[src/rtl/vga_seq_pkg.sv]
// Shared state type, cfg_mode encodings and wrap constants for the VGA frame sequencer.
package vga_seq_pkg;

    typedef enum logic [2:0] {
        S_WAIT   = 3'd0,
        S_AUTO   = 3'd1,
        S_MANUAL = 3'd2,
        S_FREEZE = 3'd3,
        S_BLANK  = 3'd4
    } seq_state_t;

    localparam logic [1:0] MODE_AUTO   = 2'b00;
    localparam logic [1:0] MODE_MANUAL = 2'b01;
    localparam logic [1:0] MODE_FREEZE = 2'b10;
    localparam logic [1:0] MODE_BLANK  = 2'b11;

    localparam int SCROLL_WRAP  = 1024;
    localparam int VSCROLL_WRAP = 480;

    function automatic seq_state_t mode_to_state(input logic [1:0] mode);
        case (mode)
            MODE_AUTO:   return S_AUTO;
            MODE_MANUAL: return S_MANUAL;
            MODE_FREEZE: return S_FREEZE;
            default:     return S_BLANK;
        endcase
    endfunction

    // Modular add for the scroll offsets; the step is always below the wrap value.
    function automatic logic [9:0] wrap_add(input logic [9:0] value, input logic [9:0] step,
                                            input int wrap);
        int sum;
        sum = int'(value) + int'(step);
        if (sum >= wrap) begin
            sum = sum - wrap;
        end
        return 10'(sum);
    endfunction

endpackage

[src/rtl/vga_btn_pending.sv]
// Button synchronizer, rising-edge detect and per-frame pending flag for the frame sequencer.
module vga_btn_pending
    import vga_seq_pkg::*;
#(
    parameter int SYNC_STAGES = 2
) (
    input  logic clk,
    input  logic rst_n,
    input  logic btn,
    input  logic tick,
    output logic press
);

    logic [SYNC_STAGES-1:0] sync;
    logic                   last;
    logic                   pending;
    logic                   rise;

    assign rise  = sync[SYNC_STAGES-1] & ~last;
    // An edge arriving in the tick cycle itself counts toward that tick.
    assign press = pending | rise;

    always_ff @(posedge clk or negedge rst_n) begin
        if (!rst_n) begin
            sync    <= '0;
            last    <= 1'b0;
            pending <= 1'b0;
        end else begin
            sync <= {sync[SYNC_STAGES-2:0], btn};
            last <= sync[SYNC_STAGES-1];
            if (tick) begin
                pending <= 1'b0;
            end else if (rise) begin
                pending <= 1'b1;
            end
        end
    end

endmodule

[src/rtl/vga_frame_sequencer.sv]
// Frame-rate pattern/scroll/blank scheduler for the TinyVGA datapath; outputs change only on frame ticks.
// Define VGA_SEQ_VSCROLL_EN to add a vertical scroll register on scroll_y (otherwise scroll_y is 0).
module vga_frame_sequencer
    import vga_seq_pkg::*;
#(
    parameter int NUM_PATTERNS = 6,
    parameter int DWELL_FRAMES = 120,
    parameter int SCROLL_STEP  = 1,
    parameter int SYNC_STAGES  = 2
) (
    input  logic       clk,
    input  logic       rst_n,
    input  logic       vsync,
    input  logic [1:0] cfg_mode,
    input  logic [3:0] cfg_sel,
    input  logic       btn_next,
    output logic [2:0] pattern_sel,
    output logic [9:0] scroll_x,
    output logic [9:0] scroll_y,
    output logic       blank,
    output logic       frame_tick,
    output logic [7:0] frame_cnt
);

    localparam int                  DWELL_W      = (DWELL_FRAMES > 1) ? $clog2(DWELL_FRAMES) : 1;
    localparam logic [DWELL_W-1:0]  DWELL_LAST   = DWELL_W'(DWELL_FRAMES - 1);
    localparam logic [2:0]          LAST_PATTERN = 3'(NUM_PATTERNS - 1);
    localparam logic [3:0]          LAST_SEL     = 4'(NUM_PATTERNS - 1);
    localparam logic [9:0]          STEP         = 10'(SCROLL_STEP);

    seq_state_t         state;
    seq_state_t         state_nxt;
    logic               vsync_q;
    logic               tick;
    logic               press;
    logic [DWELL_W-1:0] dwell;
    logic [DWELL_W-1:0] dwell_nxt;
    logic [DWELL_W-1:0] dwell_base;
    logic [2:0]         pattern_nxt;
    logic [2:0]         pattern_adv;
    logic [2:0]         manual_sel;
    logic [9:0]         scroll_x_nxt;
    logic               blank_nxt;
`ifdef VGA_SEQ_VSCROLL_EN
    logic [9:0]         scroll_y_q;
    logic [9:0]         scroll_y_nxt;
`endif

    assign tick        = vsync & ~vsync_q;
    assign pattern_adv = (pattern_sel == LAST_PATTERN) ? 3'd0 : pattern_sel + 3'd1;
    assign manual_sel  = (cfg_sel > LAST_SEL) ? LAST_PATTERN : cfg_sel[2:0];

`ifdef VGA_SEQ_VSCROLL_EN
    assign scroll_y = scroll_y_q;
`else
    assign scroll_y = 10'd0;
`endif

    vga_btn_pending #(
        .SYNC_STAGES(SYNC_STAGES)
    ) u_btn (
        .clk  (clk),
        .rst_n(rst_n),
        .btn  (btn_next),
        .tick (tick),
        .press(press)
    );

    always_ff @(posedge clk or negedge rst_n) begin
        if (!rst_n) begin
            state <= S_WAIT;
        end else begin
            state <= state_nxt;
        end
    end

    always_comb begin
        state_nxt = state;
        if (tick) begin
            state_nxt = mode_to_state(cfg_mode);
        end
    end

    // Actions belong to the state being entered, so they key off state_nxt.
    always_comb begin
        pattern_nxt  = pattern_sel;
        scroll_x_nxt = scroll_x;
        blank_nxt    = blank;
        dwell_nxt    = dwell;
        dwell_base   = (state == S_AUTO) ? dwell : '0;
`ifdef VGA_SEQ_VSCROLL_EN
        scroll_y_nxt = scroll_y_q;
`endif
        if (tick) begin
            case (state_nxt)
                S_AUTO: begin
                    blank_nxt    = 1'b0;
                    scroll_x_nxt = wrap_add(scroll_x, STEP, SCROLL_WRAP);
                    if (press || dwell_base == DWELL_LAST) begin
                        dwell_nxt   = '0;
                        pattern_nxt = pattern_adv;
                    end else begin
                        dwell_nxt = dwell_base + DWELL_W'(1);
                    end
`ifdef VGA_SEQ_VSCROLL_EN
                    scroll_y_nxt = wrap_add(scroll_y_q, 10'd1, VSCROLL_WRAP);
`endif
                end
                S_MANUAL: begin
                    blank_nxt    = 1'b0;
                    scroll_x_nxt = wrap_add(scroll_x, STEP, SCROLL_WRAP);
                    pattern_nxt  = manual_sel;
                    dwell_nxt    = '0;
`ifdef VGA_SEQ_VSCROLL_EN
                    scroll_y_nxt = wrap_add(scroll_y_q, 10'd1, VSCROLL_WRAP);
`endif
                end
                S_FREEZE: begin
                    blank_nxt = 1'b0;
                    if (press) begin
                        pattern_nxt = pattern_adv;
                    end
                end
                S_BLANK: begin
                    blank_nxt = 1'b1;
                end
                default: begin
                end
            endcase
        end
    end

    always_ff @(posedge clk or negedge rst_n) begin
        if (!rst_n) begin
            vsync_q     <= 1'b0;
            frame_tick  <= 1'b0;
            frame_cnt   <= 8'd0;
            pattern_sel <= 3'd0;
            scroll_x    <= 10'd0;
            blank       <= 1'b1;
            dwell       <= '0;
`ifdef VGA_SEQ_VSCROLL_EN
            scroll_y_q  <= 10'd0;
`endif
        end else begin
            vsync_q     <= vsync;
            frame_tick  <= tick;
            pattern_sel <= pattern_nxt;
            scroll_x    <= scroll_x_nxt;
            blank       <= blank_nxt;
            dwell       <= dwell_nxt;
`ifdef VGA_SEQ_VSCROLL_EN
            scroll_y_q  <= scroll_y_nxt;
`endif
            if (tick) begin
                frame_cnt <= frame_cnt + 8'd1;
            end
        end
    end

endmodule

[config.mk]
export PLATFORM = sky130hd
export DESIGN_NAME = vga_frame_sequencer
export DESIGN_NICKNAME = d
export VERILOG_FILES = /design/src/rtl/vga_seq_pkg.sv /design/src/rtl/vga_btn_pending.sv /design/src/rtl/vga_frame_sequencer.sv
export SDC_FILE = /design/constraint.sdc
export NUM_CORES = 1
export LEC_CHECK = 0
export BUFFER_PORTS_ARGS = -buffer_cell sky130_fd_sc_hd__buf_2
export CAP_MARGIN = 20
export CORE_MARGIN = 10
export CORE_UTILIZATION = 39
export DETAILED_ROUTE_END_ITERATION = 12
export HOLD_SLACK_MARGIN = 0.05
export PLACE_DENSITY = 0.67
export SETUP_SLACK_MARGIN = 0.1
export SLEW_MARGIN = 30
export SYNTH_ARGS = -nofsm -noshare
export SYNTH_HDL_FRONTEND = slang
export SYNTH_HIERARCHICAL = 1
export SYNTH_SLANG_ARGS = --single-unit
[constraint.sdc]
create_clock -name clk -period 2.5 [get_ports clk]
set_input_delay 0.25 -clock clk [delete_from_list [all_inputs] [get_ports clk]]
set_output_delay 0.25 -clock clk [all_outputs]
set_load 0.02 [all_outputs]
==> results.md, run 1 <==
- Core area: 4820 µm²
- Die Span Y: 91.1 µm
- # rows: 25
- Most common cell after layout, fill and taps aside: dfrtp_1
- Grt ovf: 0
- Register area share after synthesis: 48.3%
- Vias in the first global route: 1531
- Clock latency at the later pin of the worst-skew pair: 280 ps
- Worst setup path end: pattern_sel[0]
- Count of cell types in the netlist: 48
- Synth Cell Area: 1970 µm²
- Fmax: 453 MHz
- WP data required: 2670 ps
- #FFs+latches synth: 38
- RSZ-0062 raised after global routing: false
- Peak VDD IR: 331 µV
- Die ar.: 8300 µm²
- H-tree depth: 2
- Critical path class: reg2reg
- Share of the synthesized area in the top cell type: 47.0%
- Initial Util: 40.9%
- Max Slew Vio Count: 0
- Diodes inserted: 0
- Worst Clk Skew: 5.78 ps
- Antenna violations before repair: 0
- Crit share post-route: 88.4%
- Max Cap Violations: 0
- Synth area leader: dfrtp_1
- Number of synthesized flops with an enable pin: 0
- Aggregate routed wire length: 3.94 mm
- DR DRC count: 0
- Max_slew headroom: 43.7%
- Wire per inst: 13.4 µm
- FF-to-FF Start: state[2]
- Clock slew at reported path FFs: 80 ps
- # hold bufs at CTS: 0
- Status: complete, no violations
- Endpoint class of the critical path: register
- Arr. time, crit path: 2380 ps
- P per Cell Area: 831 nW/µm²
- Ys Warns: 6
- Share of layout cells above drive strength 1: 27.3%
- Fillers: 474
- FF+latch area: 952 µm²
- CP startpoint: state[2]
- Total track usage: 9.60%
- # clock sinks: 38
- Largest net degree at the start of global routing: 39
- Hold Crit Class: in2async
- Post-Synthesis Mean Instance Area: 10.6 µm²
- Main flop type after synthesis: dfrtp_1
- R2R Setup Slk: 290 ps
- Root buffer cell: clkbuf_8
- I/O Buffers: 32
- Setup tns final: 0 ps
- Ranking of synthesized cells by area: dfrtp_1, xnor2_1, nand2_1
- CP Max Fanout: 5
- Bufs on Longest Clock Path: 2
- Area Overhead vs Synth: 16.6%
- Most frequent cells in the layout: dfrtp_1, buf_2, nand2_1, xnor2_1, nor2_1
- Pleak: 1.11 nW
- Drt pass-1 iters: 4
- Worst r2r path cells: 8
- Worst Tran Pin Value: 845 ps
- Asr flop ratio synth: 100%
- Footprint of the multi-input gates: 957 µm²
- CTS Buf Count: 5
- Final Util: 47.7%
- DP HPWL: 2.97 mm
- Drt via density: 4.82
- Final Hold Fails: 0
- Nets: 242
- CTS tree: done
- First-pass GRT wire length: 6.69 mm
- Die W: 91.1 µm
- Routability Congestion: 0.763
- Crit start category: register
- Setup Viol. Count Final: 0
- Final antenna-violating net count: 0
- Initial drt markers: 41
- Vias: 1416
- Fin crit period: 2210 ps
- RR Endpoint: pattern_sel[0]
- Cells after Synth: 186
- IO Pins: 43
sequential cells by signal, indices dropped and copies added, names as in the netlist:
| name | flops |
|---|---|
| blank | 1 |
| dwell | 7 |
| frame_cnt | 8 |
| frame_tick | 1 |
| pattern_sel | 3 |
| scroll_x | 10 |
| state | 3 |
| u_btn/last | 1 |
| u_btn/pending | 1 |
| u_btn/sync | 2 |
| vsync_q | 1 |
metrics by stage:
stage	setup slack [ps]	instances	cell area (µm²)	power, mW	hold WS [ps]
2_1_floorplan	336	195	2000	1.28	-45.6
3_3_place_gp	217	285	2190	1.47	338
3_5_place_dp	81.8	285	2190	1.49	347
4_1_cts	179	293	2290	1.93	69.2
5_1_grt	123	294	2300	2.04	68.3
6_report	291	294	2300	1.91	62.2
layer usage:
layer | track usage (%) | vias up | share of wire, %
met1 | 10.6 | 689 | 46
li1 | - | 696 | -
met4 | 2.74 | 0 | 0.76
met3 | 3.62 | 2 | 6.2
met5 | 0 | - | 0
met2 | 16.8 | 29 | 47
synthesized netlist by cell type (all sizes together) (3+ instances only):
| cell | instances |
|---|---|
| buf | 11 |
| o21ai | 3 |
| nand3 | 10 |
| and2 | 3 |
| dfrtp | 37 |
| nor2 | 12 |
| nand4 | 3 |
| xor2 | 4 |
| nand2b | 3 |
| a22o | 6 |
| nand2 | 29 |
| a21o | 3 |
| ha | 6 |
| xnor2 | 13 |
| inv | 4 |
| nor3 | 4 |
| or3b | 4 |
| a21oi | 3 |
cell type report:
type | instances | area share (%)
timing repair buffer | 36 | 8.28
inverter | 5 | 0.817
clock buffer | 6 | 3.59
tap | 67 | 3.65
multi-input combinational | 140 | 41.7
clock inverter | 2 | 0.545
sequential | 38 | 41.4
critical path: stages, from the launching register on:
cell      delay [ps]
dfrtp_1          430
nor3b_2          250
and2_1           180
ha_2             210
nand3_1          140
nor4_4           220
a311oi_1         180
nand2b_4         190
a211o_1          300
worst min-delay path by stage:
stage | startpoint | endpoint | depth (start not counted)
final | rst_n | frame_cnt[4] | 1
after global routing | btn_next | u_btn/sync[0] | 1
after CTS | btn_next | u_btn/sync[0] | 1
after detailed placement | u_btn/sync[0] | u_btn/sync[1] | 0
after global placement | u_btn/sync[0] | u_btn/sync[1] | 0
after floorplan | rst_n | dwell[0] | 0
where the power goes:
part           internal [mW]  total, mW  leakage, nW  switching [mW]
Combinational          0.238      0.579        0.575           0.341
Clock                  0.222      0.443       0.0472           0.221
Sequential             0.742      0.888        0.489           0.146
what timing repair did:
item                                    CTS  global route
endpoints found under the setup margin    3             4
hold endpoints to repair                  0             0
gates resized for setup                   1             1
buffers inserted                          0             1
pin swaps                                 0             2
cell families (layout without fill, tap and decap cells):
family / count (synthesis) / in the layout / synth area share (%)
muxes: 3 / 3 / 2.03
xor gates and xnor gates: 17 / 17 / 7.56
DFF: 38 / 38 / 48.3
and+or+nand+nor: 81 / 81 / 23.4
AOI/OAI and AO/OA: 23 / 23 / 9.52
other: 1 / 10 / 0.190
buffers and inverters: 17 / 49 / 5.21
adders and majority gates: 6 / 6 / 3.81
Power figures use the tool's default switching activity.
==> run 2: changes to the inputs <==
- CORE_MARGIN: 10 -> 4
- CORE_UTILIZATION: 39 -> 45
- PLACE_DENSITY: 0.67 -> 0.74
==> run 2 against run 1 <==
Compared with the run above: fmax fell by 3.1%; setup slack got worse by 70 ps; first-iteration DRC count rose by 51%; sequential share of layout area rose by 0.43 points; via count barely moved; non-clock buffer count did not move; utilization rose by 7.6 points; clock power rose by 2%; sequential cell count did not move; critical endpoint is now pattern_sel[2]; largest power group unchanged.
==> results.md, run 2 (synthesis results as in run 1) <==
- Status: complete, no violations
- Max Cap Violations: 0
- CP max-delay cell: dfrtp_1
- DR DRC count: 0
- Die ar.: 5500 µm²
- Die W: 74.2 µm
- Drt via density: 5.12
- Most frequent cells in the layout: dfrtp_1, buf_2, nand2_1, xnor2_1, nor2_1
- Fmax: 439 MHz
- Crit start category: register
- Antenna violations before repair: 0
- Clock slew at reported path FFs: 80 ps
- Initial Util: 47.9%
- Max FFs per register: 10
- # hold bufs at CTS: 0
- Setup Viol. Count Final: 0
- Initial drt markers: 62
- FF-to-FF Start: state[2]
- Drt pass-1 iters: 4
- Worst-path cell chain: nor3b_2, and2_1, ha_1, nand3_1, nor4_4, a311oi_1, nand2b_4, mux2_4
- Critical path's largest stage delay: 430 ps
- Placed Area: 2170 µm²
- Met3 usage: 4.86%
- CP startpoint: state[2]
- P per Cell Area: 841 nW/µm²
- Worst setup margin: 220 ps
- Total track usage: 14.6%
- Crit share post-route: 91.2%
- H-tree depth: 2
- Bufs on Longest Clock Path: 2
- Die Span Y: 74.2 µm
- # clock sinks: 38
- Post-route cell area: 2270 µm²
- Wire per inst: 13.3 µm
- Aggregate routed wire length: 3.69 mm
- Clock latency at the later pin of the worst-skew pair: 290 ps
- Core area: 4120 µm²
- DP HPWL: 2.64 mm
- Max Slew Vio Count: 0
- Diodes inserted: 0
- Setup tns final: 0 ps
- # rows: 23
- Final Util: 55.2%
- Hold Crit Class: in2async
- Most common cell after layout, fill and taps aside: dfrtp_1
- Place WS: 88.6 ps
- Nets: 242
- Fin cells: 277
- Top Registers: scroll_x x10, frame_cnt x8, dwell x7
- I/O Buffers: 32
- CTS tree: done
- Peak VDD IR: 349 µV
- Arr. time, crit path: 2460 ps
- Final Hold Fails: 0
- Area Overhead vs Synth: 15.4%
- Final antenna-violating net count: 0
- Worst Tran Pin Value: 830 ps
- Vias: 1417
- M1 GR Usage: 17.8%
- Grt ovf: 0
- Worst Clk Skew: 4.44 ps
- CP Max Fanout: 5
- Reg with most FFs: scroll_x
- Root buffer cell: clkbuf_8
- Share of layout cells above drive strength 1: 26.9%
- Vias in the first global route: 1344
- Fin crit period: 2280 ps
- Pleak: 1.11 nW
- IO Pins: 43
- WP data required: 2680 ps
- Met2 Usage GRT: 23.6%
- Cell Count Post-Placement: 268
- Largest net degree at the start of global routing: 39
- Endpoint class of the critical path: register
- First-pass GRT wire length: 5.98 mm
- Critical path class: reg2reg
- Top Usage Layer GRT: met2
- RSZ-0062 raised after global routing: false
- Max_slew headroom: 44.6%
- Routability Congestion: 0.802
- CTS Buf Count: 5
run 2: cell type report:
type	instances	area [µm²]
Fill cell	375	1840
Sequential cell	38	952
Timing Repair Buffer	36	190
Multi-Input combinational cell	140	955
Tap cell	50	62.6
Clock inverter	2	12.5
Clock buffer	6	82.6
Inverter	5	18.8
run 2: layer usage:
layer / routed length (µm) / part of all wire [%]
met1: 1680 / 45
met2: 1740 / 47
met3: 208 / 5.6
met4: 66 / 1.8
met5: 0 / 0
run 2: path summary, 6_finish.rpt:
check / endpoint / slack (ps) / cells after the start
max reg2reg: pattern_sel[2] / 220 / 8
min: u_btn/pending / 50 / 1
max in group asynchronous: scroll_x[4] / 1930 / 1
min in group clk: u_btn/sync[0] / 60 / 1
max: pattern_sel[2] / 220 / 8
min reg2reg: u_btn/sync[1] / 380 / 0
run 2: critical path, delay by kind of cell, from the launching register on:
| kind | cells | cell delay, ps |
|---|---|---|
| muxes | 1 | 290 |
| DFF | 1 | 430 |
| AOI/OAI and AO/OA | 1 | 170 |
| and+or+nand+nor | 5 | 1040 |
| adders and majority gates | 1 | 230 |
run 2: where the power goes:
part,internal [mW],total [mW],switching (mW)
registers,0.742,0.887,0.145
clock network,0.222,0.454,0.233
logic,0.238,0.570,0.332
total,1.20,1.91,0.710
run 2: stage by stage:
| step | hold slack [ps] | power [mW] |
|---|---|---|
| global placement | 361 | 1.46 |
| global route | 52.4 | 2.02 |
| finish | 53.2 | 1.91 |
| floorplan | -45.6 | 1.28 |
| detailed placement | 345 | 1.47 |
| CTS | 57.2 | 1.93 |
run 2: timing repair:
action	CTS	global route
resized for setup	1	0
endpoints found under the hold margin	0	0
pin swaps	0	1
setup buffers	0	1
endpoints found under the setup margin	3	3
==> run 3: changes to the inputs <==
- MAX_ROUTING_LAYER: default -> met4
- PLACE_DENSITY: 0.74 -> 0.77
- SKIP_LAST_GASP: default -> 1
- clock period: 2.5 -> 1.8 ns (I/O delays scaled with it)
==> run 3 against run 2 <==
Compared with the run above: setup slack got worse by 480 ps; clock power increased by 27%; the flow now finishes with violations (setup timing); hold slack improved by 250 ps; sequential power increased by 39%; combinational power increased by 57%; cell count increased by 9.0%; design area increased by 13%; sequential cell count unchanged; non-clock buffer count increased by 25; largest power group unchanged; critical path depth decreased by 2.
==> results.md, run 3 (synthesis results as in run 1) <==
- Routability Congestion: 0.852
- P per Cell Area: 1060 nW/µm²
- CP startpoint: state[1]
- Initial Util: 47.9%
- Hold WS: 308 ps
- Critical path's largest stage delay: 430 ps
- # rows: 23
- Cell Count Post-Placement: 286
- Grt ovf: 0
- Worst-path cell chain: buf_4, or3b_4, nor4_4, a311oi_2, nand2b_4, mux2_4
- Met3 usage: 3.24%
- Clock slew at reported path FFs: 70 ps
- Drt via density: 4.90
- Area Overhead vs Synth: 30.0%
- Max Cap Violations: 0
- Most common cell after layout, fill and taps aside: dfrtp_1
- Most frequent cells in the layout: dfrtp_1, buf_2, nand2_1, buf_4, xnor2_1
- CP max-delay cell: or3b_4
- Worst setup margin: -263 ps
- IO Pins: 43
- Failing checks: setup timing
- Bufs on Longest Clock Path: 2
- RSZ-0062 raised after global routing: true
- Endpoint class of the critical path: register
- Root buffer cell: clkbuf_8
- Largest net degree at the start of global routing: 39
- I/O Buffers: 32
- Fin crit period: 2060 ps
- M1 GR Usage: 18.5%
- Initial drt markers: 90
- Final antenna-violating net count: 0
- Die W: 74.2 µm
- Status: complete, but fails checks
- First-pass GRT wire length: 6.20 mm
- Pleak: 1.25 nW
- Share of layout cells above drive strength 1: 37.3%
- Fmax: 485 MHz
- Peak VDD IR: 806 µV
- Core area: 4120 µm²
- Max Slew Vio Count: 0
- Total track usage: 14.6%
- Die ar.: 5500 µm²
- Vias in the first global route: 1407
- CP Max Fanout: 4
- Antenna violations before repair: 0
- Crit share post-route: 115%
- R2R Setup Slk: -260 ps
- Drt pass-1 iters: 4
- Nets: 267
- DP HPWL: 2.77 mm
- Setup Viol. Count Final: 10
- Vias: 1481
- DR DRC count: 0
- Clock latency at the later pin of the worst-skew pair: 270 ps
- Arr. time, crit path: 2220 ps
- Aggregate routed wire length: 3.73 mm
- Hold Crit Class: in2reg
- Post-route cell area: 2560 µm²
- WP data required: 1960 ps
- Top Usage Layer GRT: met2
- Reg with most FFs: scroll_x
- Final Hold Fails: 0
- Fin cells: 302
- Die Span Y: 74.2 µm
- Met2 Usage GRT: 24.0%
- Placed Area: 2340 µm²
- Worst Clk Skew: 5.78 ps
- Crit start category: register
- Max FFs per register: 10
- Wire per inst: 12.4 µm
- Top Registers: scroll_x x10, frame_cnt x8, dwell x7
- RR Endpoint: pattern_sel[1]
- FF-to-FF Start: state[1]
- Worst r2r path cells: 6
- H-tree depth: 2
- CTS Buf Count: 5
- # clock sinks: 38
- Diodes inserted: 0
- Critical path class: reg2reg
- CTS tree: done
- Worst setup path end: pattern_sel[1]
-- run 3: power breakdown --
part / internal [mW] / leakage, nW / switching (mW) / total [mW]
Clock: 0.309 / 0.0482 / 0.268 / 0.577
Sequential: 1.03 / 0.489 / 0.201 / 1.23
Combinational: 0.399 / 0.708 / 0.497 / 0.896
-- run 3: worst min path at each step --
stage	startpoint	end	slack (ps)	cells after the start
after floorplan	rst_n	dwell[0]	-120	0
after global placement	rst_n	pattern_sel[1]	260	2
after detailed placement	rst_n	dwell[5]	250	2
after CTS	cfg_sel[1]	pattern_sel[1]	310	4
after global routing	cfg_sel[1]	pattern_sel[1]	340	4
final	cfg_sel[1]	pattern_sel[1]	310	4
-- run 3: metrics by stage --
step	setup slack, ps	power (mW)	TNS, ps	util [%]
CTS	-303	2.72	-2340	61.3
global route	-364	2.88	-2890	62.3
detailed placement	-300	2.10	-2300	56.9
global placement	-209	2.08	-1650	56.9
floorplan	-200	1.79	-1040	-
finish	-263	2.71	-1940	62.3
-- run 3: worst max-delay path: cells and delay by family (launching register included) --
family,cells,cell delay (ps)
buf+inv,1,140
flops,1,390
simple gates,3,970
mux,1,290
compound gates,1,170
-- run 3: metal layers --
metal  vias up  wire length (µm)
met2        24              1930
met4         0                 0
met1       705              1670
met5         -                 0
met3         0               127
li1        752                 -
-- run 3: cell type report --
cell class | count | area (µm²)
multi-input cells | 140 | 1040
repair buffers | 61 | 393
fillers | 331 | 1550
clock inverters | 1 | 5.00
inverters | 5 | 18.8
flip-flops and latches | 38 | 952
clock buffers | 7 | 86.3
well taps | 50 | 62.6
-- run 3: repair_timing --
item | in CTS | in global routing
resized for setup | 7 | 5
pin swaps | 11 | 5
hold buffers | 3 | 0
endpoints found under the hold margin | 39 | 0
buffers inserted | 3 | 2
endpoints found under the setup margin | 10 | 14
gates cloned | 0 | 0
